$ cat src/rtl/hilo_pkg.sv
// Shared definitions for the HI/LO accumulate unit: op encodings,
// accumulate latency and small op-decoding helpers.
package hilo_pkg;

  typedef enum logic [2:0] {
    OP_NOP     = 3'd0,
    OP_WR_BOTH = 3'd1,
    OP_WR_HI   = 3'd2,
    OP_WR_LO   = 3'd3,
    OP_MADD    = 3'd4,
    OP_MADDU   = 3'd5,
    OP_MSUB    = 3'd6,
    OP_MSUBU   = 3'd7
  } op_e;

  // Cycles from accepting an accumulate to its result appearing on hi_o/lo_o.
  localparam int unsigned ACC_LAT = 2;

  // All accumulate ops have the top opcode bit set.
  function automatic logic op_is_acc(input logic [2:0] op);
    return op[2];
  endfunction

  // MSUB/MSUBU subtract the product.
  function automatic logic op_is_sub(input logic [2:0] op);
    return op[2] & op[1];
  endfunction

  // MADD/MSUB are signed; the U variants are unsigned.
  function automatic logic op_is_signed(input logic [2:0] op);
    return op[2] & ~op[0];
  endfunction

endpackage

$ cat src/rtl/hilo_acc_add.sv
// Combinational 2W-bit add/subtract of a product into HI:LO with optional
// signed or unsigned saturation. No state lives here.
module hilo_acc_add
  import hilo_pkg::*;
#(
  parameter int W   = 32,
  parameter bit SAT = 1'b0
) (
  input  logic [2*W-1:0] acc_i,
  input  logic [2*W-1:0] prod_i,
  input  logic           sub_i,
  input  logic           signed_i,
  output logic [2*W-1:0] res_o,
  output logic           sat_o
);

  localparam int W2 = 2 * W;
  localparam logic [W2-1:0] SMAX = {1'b0, {(W2-1){1'b1}}};
  localparam logic [W2-1:0] SMIN = {1'b1, {(W2-1){1'b0}}};
  localparam logic [W2-1:0] UMAX = {W2{1'b1}};
  localparam logic [W2-1:0] ZERO = {W2{1'b0}};

  logic [W2:0]   ext_s;
  logic [W2-1:0] raw_s;
  logic          ovf_s;

  // Raw sum/difference with a carry/borrow bit, plus overflow detection.
  always_comb begin
    ext_s = {1'b0, acc_i} + {1'b0, prod_i};
    if (sub_i) begin
      ext_s = {1'b0, acc_i} - {1'b0, prod_i};
    end else begin
      ext_s = {1'b0, acc_i} + {1'b0, prod_i};
    end
    raw_s = ext_s[W2-1:0];
    ovf_s = 1'b0;
    if (signed_i) begin
      // Signed overflow: operands (after negation for subtract) share a sign
      // that the result does not.
      if (sub_i) begin
        ovf_s = (acc_i[W2-1] != prod_i[W2-1]) && (raw_s[W2-1] != acc_i[W2-1]);
      end else begin
        ovf_s = (acc_i[W2-1] == prod_i[W2-1]) && (raw_s[W2-1] != acc_i[W2-1]);
      end
    end else begin
      // Unsigned: carry out on add, borrow out on subtract.
      ovf_s = ext_s[W2];
    end
  end

  // Clamp on overflow when saturation is built in, otherwise wrap.
  always_comb begin
    res_o = raw_s;
    sat_o = 1'b0;
    if (SAT && ovf_s) begin
      sat_o = 1'b1;
      if (signed_i) begin
        // A signed overflow always pushes away from the accumulator's sign.
        res_o = acc_i[W2-1] ? SMIN : SMAX;
      end else begin
        res_o = sub_i ? ZERO : UMAX;
      end
    end else begin
      res_o = raw_s;
      sat_o = 1'b0;
    end
  end

endmodule

$ cat src/rtl/hilo_acc_unit.sv
// HI/LO register pair with single-cycle plain writes and a two-stage
// multiply-accumulate path (product in, {HI,LO} +/- product out).
module hilo_acc_unit
  import hilo_pkg::*;
#(
  parameter int W   = 32,
  parameter bit SAT = 1'b0
) (
  input  logic         clk,
  input  logic         rst,
  input  logic         op_valid,
  input  logic [2:0]   op,
  input  logic [W-1:0] hi_i,
  input  logic [W-1:0] lo_i,
  input  logic         flush,
  output logic         op_ready,
  output logic         busy,
  output logic [W-1:0] hi_o,
  output logic [W-1:0] lo_o,
  output logic [W-1:0] hi_fwd,
  output logic [W-1:0] lo_fwd,
  output logic         sat_o
);

  logic [W-1:0]   hi_q, hi_d;
  logic [W-1:0]   lo_q, lo_d;
  logic           sat_q, sat_d;
  logic           busy_q, busy_d;
  logic [2*W-1:0] prod_q, prod_d;
  logic           sub_q, sub_d;
  logic           sgn_q, sgn_d;

  logic           op_ready_s;
  logic           accept_s;
  logic [W-1:0]   hi_fwd_s;
  logic [W-1:0]   lo_fwd_s;
  logic [2*W-1:0] acc_res_s;
  logic           acc_sat_s;

  hilo_acc_add #(
    .W   (W),
    .SAT (SAT)
  ) u_add (
    .acc_i    ({hi_q, lo_q}),
    .prod_i   (prod_q),
    .sub_i    (sub_q),
    .signed_i (sgn_q),
    .res_o    (acc_res_s),
    .sat_o    (acc_sat_s)
  );

  // Handshake: a pending accumulate or a flush blocks new ops.
  always_comb begin
    op_ready_s = !busy_q && !flush;
    accept_s   = op_valid && op_ready_s;
  end

  // Forwarded view: this cycle's accepted plain write, else the registers.
  always_comb begin
    hi_fwd_s = hi_q;
    lo_fwd_s = lo_q;
    if (accept_s) begin
      case (op)
        OP_WR_BOTH: begin
          hi_fwd_s = hi_i;
          lo_fwd_s = lo_i;
        end
        OP_WR_HI: hi_fwd_s = hi_i;
        OP_WR_LO: lo_fwd_s = lo_i;
        default: begin
          hi_fwd_s = hi_q;
          lo_fwd_s = lo_q;
        end
      endcase
    end else begin
      hi_fwd_s = hi_q;
      lo_fwd_s = lo_q;
    end
  end

  // Next state: stage-2 writeback, flush discard, or stage-1 launch.
  always_comb begin
    hi_d   = hi_fwd_s;
    lo_d   = lo_fwd_s;
    sat_d  = sat_q;
    busy_d = 1'b0;
    prod_d = prod_q;
    sub_d  = sub_q;
    sgn_d  = sgn_q;
    if (busy_q) begin
      if (flush) begin
        // Drop the in-flight result; busy falls at this edge.
        hi_d = hi_q;
        lo_d = lo_q;
      end else begin
        {hi_d, lo_d} = acc_res_s;
        sat_d        = sat_q | acc_sat_s;
      end
    end else if (accept_s && op_is_acc(op)) begin
      busy_d = 1'b1;
      prod_d = {hi_i, lo_i};
      sub_d  = op_is_sub(op);
      sgn_d  = op_is_signed(op);
    end else if (accept_s && (op == OP_WR_BOTH)) begin
      sat_d = 1'b0;
    end else begin
      sat_d = sat_q;
    end
  end

  // State registers with synchronous reset that overrides everything.
  always_ff @(posedge clk) begin
    if (rst) begin
      hi_q   <= '0;
      lo_q   <= '0;
      sat_q  <= 1'b0;
      busy_q <= 1'b0;
      prod_q <= '0;
      sub_q  <= 1'b0;
      sgn_q  <= 1'b0;
    end else begin
      hi_q   <= hi_d;
      lo_q   <= lo_d;
      sat_q  <= sat_d;
      busy_q <= busy_d;
      prod_q <= prod_d;
      sub_q  <= sub_d;
      sgn_q  <= sgn_d;
    end
  end

  assign op_ready = op_ready_s;
  assign busy     = busy_q;
  assign hi_o     = hi_q;
  assign lo_o     = lo_q;
  assign hi_fwd   = hi_fwd_s;
  assign lo_fwd   = lo_fwd_s;
  assign sat_o    = sat_q;

endmodule
$ cat config.mk
export PLATFORM = sky130hd
export DESIGN_NAME = hilo_acc_unit
export DESIGN_NICKNAME = d
export VERILOG_FILES = /design/src/rtl/hilo_pkg.sv /design/src/rtl/hilo_acc_add.sv /design/src/rtl/hilo_acc_unit.sv
export SDC_FILE = /design/constraint.sdc
export NUM_CORES = 1
export LEC_CHECK = 0
export BUFFER_PORTS_ARGS = -buffer_cell sky130_fd_sc_hd__buf_2
export CAP_MARGIN = 20
export CORE_MARGIN = 2
export CORE_UTILIZATION = 40
export DETAILED_ROUTE_END_ITERATION = 10
export PLACE_DENSITY = 0.6
export SLEW_MARGIN = 20
export SYNTH_ARGS = -nofsm -noshare
export SYNTH_HDL_FRONTEND = slang
export SYNTH_SLANG_ARGS = --single-unit
$ cat constraint.sdc
create_clock -name clk -period 5.22 [get_ports clk]
set_input_delay 1.044 -clock clk [delete_from_list [all_inputs] [get_ports clk]]
set_output_delay 1.044 -clock clk [all_outputs]
set_load 0.01 [all_outputs]
==> results of run 1 <==
==> power by group through the flow <==
stage	Combinational [uW]	Clock [uW]	Sequential [uW]
after floorplan	944	0	1100
after global placement	1310	0	1110
after detailed placement	1310	0	1110
after CTS	1330	1240	1090
after global routing	1500	1280	1090
final	1360	1220	1090
==> cell type report <==
| class | instances | area (um2) |
|---|---|---|
| inverters | 35 | 131 |
| fillers | 2863 | 14400 |
| multi-input cells | 1239 | 8160 |
| well taps | 378 | 473 |
| clock inverters | 14 | 155 |
| clock buffers | 18 | 429 |
| repair buffers | 240 | 1310 |
| flip-flops and latches | 130 | 2610 |
==> sequential cells by signal, summed over array words and instances (netlist names) <==
| signal | flops |
|---|---|
| busy | 1 |
| hi_o | 32 |
| sub_q | 1 |
| lo_o | 32 |
| prod_q | 64 |
==> per-layer routing <==
layer	up-vias	GRT usage, %	part of all wire, %
li1	5723	-	-
met1	5524	34.1	45
met2	383	42.3	46
met3	54	4.42	5.7
met4	0	7.85	2.5
met5	-	0	0
==> path summary, 6_finish.rpt <==
kind	to	slack, ns
min reg2reg	prod_q[63]$_SDFFE_PP0P_	0.48
max	hi_o[25]$_SDFFE_PP0P_	0.22
min	prod_q[63]$_SDFFE_PP0P_	0.48
max reg2reg	hi_o[25]$_SDFFE_PP0P_	0.22
==> worst max-delay path, cell delays in order (launching register included) <==
cell,delay [ns]
dfxtp_1,0.36
or4_4,0.57
nor2_1,0.16
nand4bb_1,0.17
or4_4,0.52
nor2_1,0.23
a21oi_1,0.11
xnor2_1,0.16
ha_1,0.40
nand4_1,0.23
buf_4,0.22
or4_1,0.49
nor3_2,0.29
o21ai_2,0.19
o31ai_4,0.31
xor2_1,0.18
mux2i_1,0.09
a211oi_1,0.24
==> cell families (layout without fill, tap and decap cells) <==
kind of cell               after synthesis  count (layout)  synth area share [%]
AOI/OAI and AO/OA                      456             456                  25.4
xor gates and xnor gates               119             119                  9.41
adders and majority gates               65              65                  7.36
buffers and inverters                  146             307                  5.02
DFF                                    130             130                  23.3
muxes                                   76              76                  7.54
other                                    1               1                0.0336
and+or+nand+nor                        522             522                  21.9
==> placed cells by master, fill, tap and decap left out, drive strengths merged, types with 5 or more instances in the layout <==
cell type  synthesis  routed
or3                9       9
nand3             15      15
mux2              64      64
nor3              30      30
or4                8       8
a211oi            25      25
o21bai            16      16
o21ai             79      79
o211ai            34      34
nor2             132     132
dfxtp            130     130
and3              17      17
clkbuf            93      18
o21a               6       6
o41ai              6       6
o31ai              6       6
clkinv             0       7
ha                64      64
buf               18     240
nor4              10      10
nand2            225     225
nand4             33      33
xor2              26      26
a21oi            177     177
xnor2             93      93
o22ai              9       9
and2               6       6
inv               35      38
nand2b            12      12
a31oi             16      16
a221oi             5       5
and4               5       5
a21o              41      41
mux2i             12      12
==> metrics by stage <==
stage          utilization [%]  TNS (ns)  instances
2_1_floorplan                -         0       1515
3_3_place_gp              45.3  -0.00394       2020
3_5_place_dp              45.3   -0.0350       2020
4_1_cts                   47.4         0       2052
5_1_grt                   48.0    -0.132       2054
6_report                  48.0         0       2054
==> timing repair <==
item                                    CTS  global route
cloned                                    0             0
gates resized for setup                   2            31
hold buffers                              0             0
pin swaps                                 0             2
endpoints found under the setup margin    2            21
buffers inserted                          0             2
==> flow_summary.yaml, run 1 <==
logic_synthesis:
  synth_area_mm2: 0.0112
  synth_edf_count: 0
  ys.flop_type: "dfxtp_1"
  synth_area_leader_cell: "dfxtp_1"
  async_flop_share_pct: 0
  syn_area_per_cell_um2: 7.37
  yosys_warnings: 0
  yosys-top-cells-area: "dfxtp_1, a21oi_1, nand2_1, xnor2_1, ha_1"
  synth_common_cells: "nand2_1, a21oi_1, nor2_1, dfxtp_1, clkbuf_1"
  ys_seq_area_share_pct: 23.3
  synth.distinct_cells: 79
  ys_seq_elements: 130
  yosys.area.top_type_share_pct: 23.3
  synth_nets: 1651
  yosysMostFrequentCell: "nand2_1"
  synthCells: 1515
sta:
  fmax_mhz: 200
  grt_setup_unrepaired: "yes"
  skew_ns: 0.0114
  min_period_over_period_pct: 95.8
  worstMarginPinSlew_ns: 1.06
  holdWs_ns: 0.476
  relSlewSlack_pct: 29.4
  setup_ws_ns: 0.221
  final-hold-violation-count: 0
  setup_viol: 0
  final_max_slew_viol_count: 0
  period_needed_ns: 5.00
run:
  drv_cap: 0
detailed_routing:
  vias_per_cell: 5.69
  vias: 11700
  route.detailed.drc: 0
  firstDrtPassIters: 5
  ant_nets: 0
  drt_iter0_markers: 731
  routed_wl_mm: 38.0
  post_drt_wl_per_cell_um: 18.5
power_and_ir_drop:
  power.internal_uw: 2290
  swShare_pct: 37.7
  power_frac_seq_pct: 29.6
  power_uw: 3670
  p_per_area_mw_per_mm2: 277
  p_leak_uw: 0.00568
  clock_power_share_pct: 33.3
  switchingPower_uw: 1390
  vdd_drop_max_mv: 0.181
  comb_power_share_pct: 37.0
worst_setup_path:
  end_kind: "register"
  timing.rr.start: "prod_q[9]$_SDFFE_PP0P_"
  critical_path.startpoint_type: "register"
  rr_worst_depth: 17
  cp.required_ns: 5.56
  path_max_fanout: 7
  setup.worst_path.start: "prod_q[9]$_SDFFE_PP0P_"
  crit_type: "reg -> reg"
  critPathArrivalTime_ns: 5.33
status:
  outcome: "completed"
hold_path:
  hold_depth: 2
  hold_class: "reg -> reg"
  hp-start: "prod_q[63]$_SDFFE_PP0P_"
die:
  io_pins: 202
  core_area_mm2: 0.0276
  dieArea_mm2: 0.0292
  num_rows: 61
  initial_core_util_pct: 40.4
  die_x_um: 171
  die_y_um: 171
placement:
  dp_hpwl_mm: 28.6
  place_ws_ns: -0.0275
  place.gp.congestion: 0.924
  place_area_mm2: 0.0125
  io_buffer_count: 200
finish:
  syn2layout_area_growth_pct: 18.8
  nets: 1799
  diodes: 0
  drive_gt1_share_pct: 23.3
  stdcell_area_mm2: 0.0133
global_routing:
  antenna_found_initial: 0
  grt_pass1_wl_mm: 59.4
  grt_pass1_vias: 11000
  gr-total-overflow: 0
  grt_util_all_layers_pct: 25.6
  grt_max_degree: 98
clock_network:
  numCtsBuffers: 17
  cts_root_buffer: "clkbuf_16"
  clk_latency_ns: 0.43
  h-tree-depth: 4
  cts_tree: "yes"
  cts_sinks: 130
  clockBufferDepth: 2
  cts.clk_slew.worst_paths_ns: 0.07
Note: power is estimated with default switching activity, not from simulation.
==> run 2, diff against run 1 <==
==> constraint.sdc (replaced) <==
create_clock -name clk -period 5.22 [get_ports clk]
set_input_delay 1.305 -clock clk [delete_from_list [all_inputs] [get_ports clk]]
set_output_delay 1.305 -clock clk [all_outputs]
set_load 0.01 [all_outputs]
==> run 2 against run 1 <==
Sequential share of layout area shrank 0.25 points. Maximum frequency down 0.51%. Worst setup slack worse by 0.026 ns. Critical endpoint is now hi_o[16]$_SDFFE_PP0P_. Largest cell class unchanged. Largest power group is now clock.
==> flow_summary.yaml, run 2 (synthesis gave the netlist of run 1 again) <==
detailed_routing:
  drt_iter0_markers: 799
  firstDrtPassIters: 5
  routed_wl_mm: 38.8
  vias_per_cell: 5.66
  route.detailed.drc: 0
  post_drt_wl_per_cell_um: 18.8
  vias: 11700
  ant_nets: 0
power_and_ir_drop:
  power_uw: 3870
  power.internal_uw: 2480
  vdd_drop_max_mv: 0.205
  clock_power_share_pct: 36.4
  p_per_area_mw_per_mm2: 288
  comb_power_share_pct: 35.6
  p_leak_uw: 0.00577
  power_frac_seq_pct: 28.0
  swShare_pct: 36.0
  switchingPower_uw: 1390
finish:
  nets: 1811
  layout_common_cells: "nand2_1, buf_2, a21oi_1"
  diodes: 0
  largest_reg_flops: 64
  utilization_pct: 48.6
  largest-register: "prod_q"
  drive_gt1_share_pct: 24.1
  syn2layout_area_growth_pct: 20.4
  stdcell_area_mm2: 0.0134
  layout_commonest_cell: "nand2_1"
worst_setup_path:
  crit_type: "reg -> reg"
  crit_chain: "or4_4, nor2_1, nand4bb_1, or4_4, o41ai_1, xor2_1, ha_1, buf_4, nand2_1, o21ai_0, a211oi_1, nor3_2, o41ai_2, o31ai_1, buf_4, a21oi_1, xnor2_1, mux2i_1, a211oi_1"
  cp.required_ns: 5.56
  critPathArrivalTime_ns: 5.37
  critical_path.startpoint_type: "register"
  crit_slowest_cell: "or4_4"
  max_stage_delay_ns: 0.61
  end_kind: "register"
  path_max_fanout: 7
clock_network:
  numCtsBuffers: 17
  clk_latency_ns: 0.43
  cts_sinks: 130
  cts_root_buffer: "clkbuf_16"
  cts.clk_slew.worst_paths_ns: 0.07
  clockBufferDepth: 2
  h-tree-depth: 4
  cts_tree: "yes"
die:
  io_pins: 202
  num_rows: 61
  initial_core_util_pct: 40.4
  core_area_mm2: 0.0276
  die_y_um: 171
  die_x_um: 171
  dieArea_mm2: 0.0292
sta:
  setup_viol: 0
  relSlewSlack_pct: 33.8
  final_max_slew_viol_count: 0
  fmax_mhz: 199
  worstMarginPinSlew_ns: 0.984
  min_period_over_period_pct: 96.2
  skew_ns: 0.0116
  grt_setup_unrepaired: "yes"
  final-hold-violation-count: 0
  setup_ws_ns: 0.196
  period_needed_ns: 5.02
global_routing:
  grt_pass1_wl_mm: 60.7
  antenna_found_initial: 0
  grt_util_all_layers_pct: 26.2
  grt_pass1_vias: 11000
  gr-total-overflow: 0
  grt_max_degree: 78
placement:
  place.gp.congestion: 0.934
  place_area_mm2: 0.0126
  place_ws_ns: 0.00277
  io_buffer_count: 200
  dp_hpwl_mm: 29.3
run:
  drv_cap: 0
status:
  outcome: "completed"
hold_path:
  hold_class: "reg -> reg"
run 2: cell types whose count changed in the layout (fill, tap and decap cells not counted), sizes merged:
cell | previous run | this run
buf | 240 | 252
bufinv | 2 | 5
clkbuf | 18 | 20
clkinv | 7 | 3
inv | 38 | 37
run 2: critical path, delay by kind of cell, from the launching register on:
kind                     cells  cell delay (ns)
multiplexers                 1             0.11
AO/OA/AOI/OAI                7             1.82
adder cells (fa/ha/maj)      1             0.26
flip-flops                   1             0.35
AND/OR/NAND/NOR              6             1.71
buffers and inverters        2             0.34
XOR/XNOR                     2             0.36
run 2: power by group through the flow:
stage,clock network [uW],registers [uW],logic (uW)
floorplan,0,1100,944
finish,1410,1090,1380
CTS,1420,1090,1340
global placement,0,1110,1320
global route,1460,1090,1510
detailed placement,0,1110,1320
run 2: layout make-up:
cell class | instances | area (um2)
clock buffers | 20 | 467
clock inverters | 12 | 201
fillers | 2864 | 14200
inverters | 35 | 131
multi-input cells | 1239 | 8150
flip-flops and latches | 130 | 2610
well taps | 378 | 473
repair buffers | 252 | 1400
run 2: per-layer routing:
layer	part of all wire (%)	track usage (%)	vias to the layer above
met3	5.2	3.31	52
met1	46	35.3	5491
li1	-	-	5758
met5	0	0	-
met2	46	43.5	384
met4	2.5	8.33	0
run 2: what timing repair did:
| item | 4_1_cts | 5_1_grt |
|---|---|---|
| setup endpoints to repair | 1 | 18 |
| hold buffers | 0 | 0 |
| resized for setup | 1 | 34 |
| pin swaps | 0 | 7 |
| setup buffers | 0 | 3 |
run 2: through the flow:
step,TNS [ns],cells,hold WS [ns]
final,0,2066,0.476
after CTS,0,2063,0.478
after global placement,0,2031,0.465
after floorplan,0,1515,0.448
after global routing,-0.0830,2066,0.502
after detailed placement,0,2031,0.468
run 2: final timing paths:
path,startpoint,slack [ns],endpoint,cells after the start
worst max register to register,prod_q[9]$_SDFFE_PP0P_,0.20,hi_o[16]$_SDFFE_PP0P_,19
worst min register to register,prod_q[63]$_SDFFE_PP0P_,0.48,prod_q[63]$_SDFFE_PP0P_,2
worst min-delay path,prod_q[63]$_SDFFE_PP0P_,0.48,prod_q[63]$_SDFFE_PP0P_,2
worst max-delay path,prod_q[9]$_SDFFE_PP0P_,0.20,hi_o[16]$_SDFFE_PP0P_,19
==> run 3, diff against run 2 <==
--- a/config.mk
+++ b/config.mk
@@ -7,10 +7,13 @@
 export LEC_CHECK = 0
 export BUFFER_PORTS_ARGS = -buffer_cell sky130_fd_sc_hd__buf_2
 export CAP_MARGIN = 20
+export CELL_PAD_IN_SITES_DETAIL_PLACEMENT = 0
+export CELL_PAD_IN_SITES_GLOBAL_PLACEMENT = 1
 export CORE_MARGIN = 2
-export CORE_UTILIZATION = 40
+export CORE_UTILIZATION = 38
 export DETAILED_ROUTE_END_ITERATION = 10
-export PLACE_DENSITY = 0.6
+export PLACE_DENSITY = 0.76
+export SETUP_SLACK_MARGIN = 0.15
 export SLEW_MARGIN = 20
 export SYNTH_ARGS = -nofsm -noshare
 export SYNTH_HDL_FRONTEND = slang
==> run 3 against run 2 <==
Critical endpoint unchanged. Clock skew is 0.0029 ns higher. Routed wire length up 2.4%. Non-clock buffer count up 15. Global-route usage down 1.0 points. Combinational power increased by 4%. Clock power shrank 4%. Maximum frequency increased by 3.5%. Critical path depth is the same. Final cell count increased by 0.97%. Hold slack got worse by 0.0035 ns.
==> flow_summary.yaml, run 3 (synthesis gave the netlist of run 1 again) <==
hold_path:
  min_to: "prod_q[63]$_SDFFE_PP0P_"
  hold_class: "reg -> reg"
  hp-start: "prod_q[63]$_SDFFE_PP0P_"
  hold_depth: 2
die:
  initial_core_util_pct: 38.8
  die_y_um: 175
  dieArea_mm2: 0.0308
  core_area_mm2: 0.0288
  num_rows: 62
  io_pins: 202
  die_x_um: 175
clock_network:
  numCtsBuffers: 17
  cts_sinks: 130
  cts.clk_slew.worst_paths_ns: 0.06
  h-tree-depth: 4
  clockBufferDepth: 2
  cts_root_buffer: "clkbuf_16"
  clk_latency_ns: 0.44
  cts_tree: "yes"
sta:
  final-hold-violation-count: 0
  relSlewSlack_pct: 29.1
  fmax_mhz: 206
  period_needed_ns: 4.86
  final_max_slew_viol_count: 0
  holdWs_ns: 0.473
  min_period_over_period_pct: 93.0
  grt_setup_unrepaired: "yes"
  setup_viol: 0
  skew_ns: 0.0145
  worstMarginPinSlew_ns: 1.06
worst_setup_path:
  crit_slowest_cell: "or4_4"
  end_kind: "register"
  max_stage_delay_ns: 0.58
  cp.required_ns: 5.57
  crit_type: "reg -> reg"
  critPathArrivalTime_ns: 5.20
  critical_path.startpoint_type: "register"
  crit_chain: "or4_4, nor2_1, nand4bb_1, or4_4, buf_4, o41ai_2, xor2_1, ha_1, a21oi_1, o21ai_0, a211oi_1, nor3_2, o41ai_2, o31ai_1, buf_4, a21oi_2, xnor2_1, mux2i_1, a211oi_1"
  rr_worst_depth: 19
  path_max_fanout: 5
  r2r_end: "hi_o[16]$_SDFFE_PP0P_"
  timing.rr.start: "prod_q[8]$_SDFFE_PP0P_"
  timing.reg2reg.setup_slack_ns: 0.36
detailed_routing:
  firstDrtPassIters: 8
  route.detailed.drc: 0
  post_drt_wl_per_cell_um: 19.0
  drt_iter0_markers: 700
  routed_wl_mm: 39.7
  vias_per_cell: 5.68
  ant_nets: 0
  vias: 11900
finish:
  nets: 1826
  diodes: 0
  fin_cells: 2086
  largest-register: "prod_q"
  largest_reg_flops: 64
  syn2layout_area_growth_pct: 21.5
  drive_gt1_share_pct: 25.4
  layout_common_cells: "nand2_1, buf_2, a21oi_1"
  layout_commonest_cell: "nand2_1"
power_and_ir_drop:
  power_uw: 3860
  vdd_drop_max_mv: 0.172
  p_per_area_mw_per_mm2: 285
  p_leak_uw: 0.00582
placement:
  io_buffer_count: 200
  dp.cells: 2052
  place.gp.congestion: 0.955
  dp_hpwl_mm: 30.1
run:
  drv_cap: 0
global_routing:
  grt_pass1_vias: 11000
  grt_max_degree: 90
  gr-total-overflow: 0
  grt_pass1_wl_mm: 61.8
  grt_util_all_layers_pct: 25.2
  antenna_found_initial: 0
status:
  outcome: "completed"
## run 3: timing repair
action                                  in CTS  in global routing
hold buffers                                 0                  0
resized for setup                            5                 47
endpoints found under the setup margin       9                 29
setup buffers                                0                  3
pin swaps                                    0                  6
## run 3: worst max path at each step
| stage | from | endpoint | slack, ns | depth (start not counted) |
|---|---|---|---|---|
| 3_5_place_dp | prod_q[2]$_SDFFE_PP0P_ | hi_o[16]$_SDFFE_PP0P_ | -0.03 | 19 |
| 4_1_cts | prod_q[2]$_SDFFE_PP0P_ | hi_o[16]$_SDFFE_PP0P_ | 0.16 | 19 |
| 6_report | prod_q[8]$_SDFFE_PP0P_ | hi_o[16]$_SDFFE_PP0P_ | 0.36 | 19 |
| 2_1_floorplan | prod_q[12]$_SDFFE_PP0P_ | hi_o[29]$_SDFFE_PP0P_ | 0.31 | 22 |
| 5_1_grt | prod_q[8]$_SDFFE_PP0P_ | hi_o[31]$_SDFFE_PP0P_ | 0.10 | 21 |
| 3_3_place_gp | prod_q[2]$_SDFFE_PP0P_ | hi_o[16]$_SDFFE_PP0P_ | -0.006 | 19 |
## run 3: power breakdown
group          total (uW)  internal [uW]  switching [uW]
Combinational        1430            586             840
Sequential           1090           1030            54.8
Clock                1350            830             521
## run 3: area by class of cell
cell class                 count  area, um2
fill                        2977      15200
multi-input combinational   1239       8200
sequential                   130       2610
timing repair buffer         267       1510
tap                          384        480
clock buffer                  20        458
clock inverter                11        178
inverter                      35        131
## run 3: critical path, delay by kind of cell, from the launching register on
family,cells,cell delay (ns)
multiplexers,1,0.11
adder cells (fa/ha/maj),1,0.22
buffers and inverters,2,0.35
XOR/XNOR,2,0.28
AO/OA/AOI/OAI,8,1.88
flip-flops,1,0.32
AND/OR/NAND/NOR,5,1.59
## run 3: stage by stage
| step | TNS [ns] | cell area [um2] | util (%) | worst slack [ns] |
|---|---|---|---|---|
| 6_report | 0 | 13600 | 47.1 | 0.365 |
| 5_1_grt | 0 | 13600 | 47.1 | 0.105 |
| 4_1_cts | 0 | 13400 | 46.4 | 0.156 |
| 3_5_place_dp | -0.0464 | 12700 | 44.2 | -0.0319 |
| 3_3_place_gp | -0.00597 | 12700 | 44.2 | -0.00597 |
| 2_1_floorplan | 0 | 11200 | - | 0.313 |
## run 3: routing by layer
layer	GRT usage (%)	part of all wire, %
met5	0	0
met4	6.32	1.9
met3	3.59	5.8
met2	39.9	45
met1	35.9	48
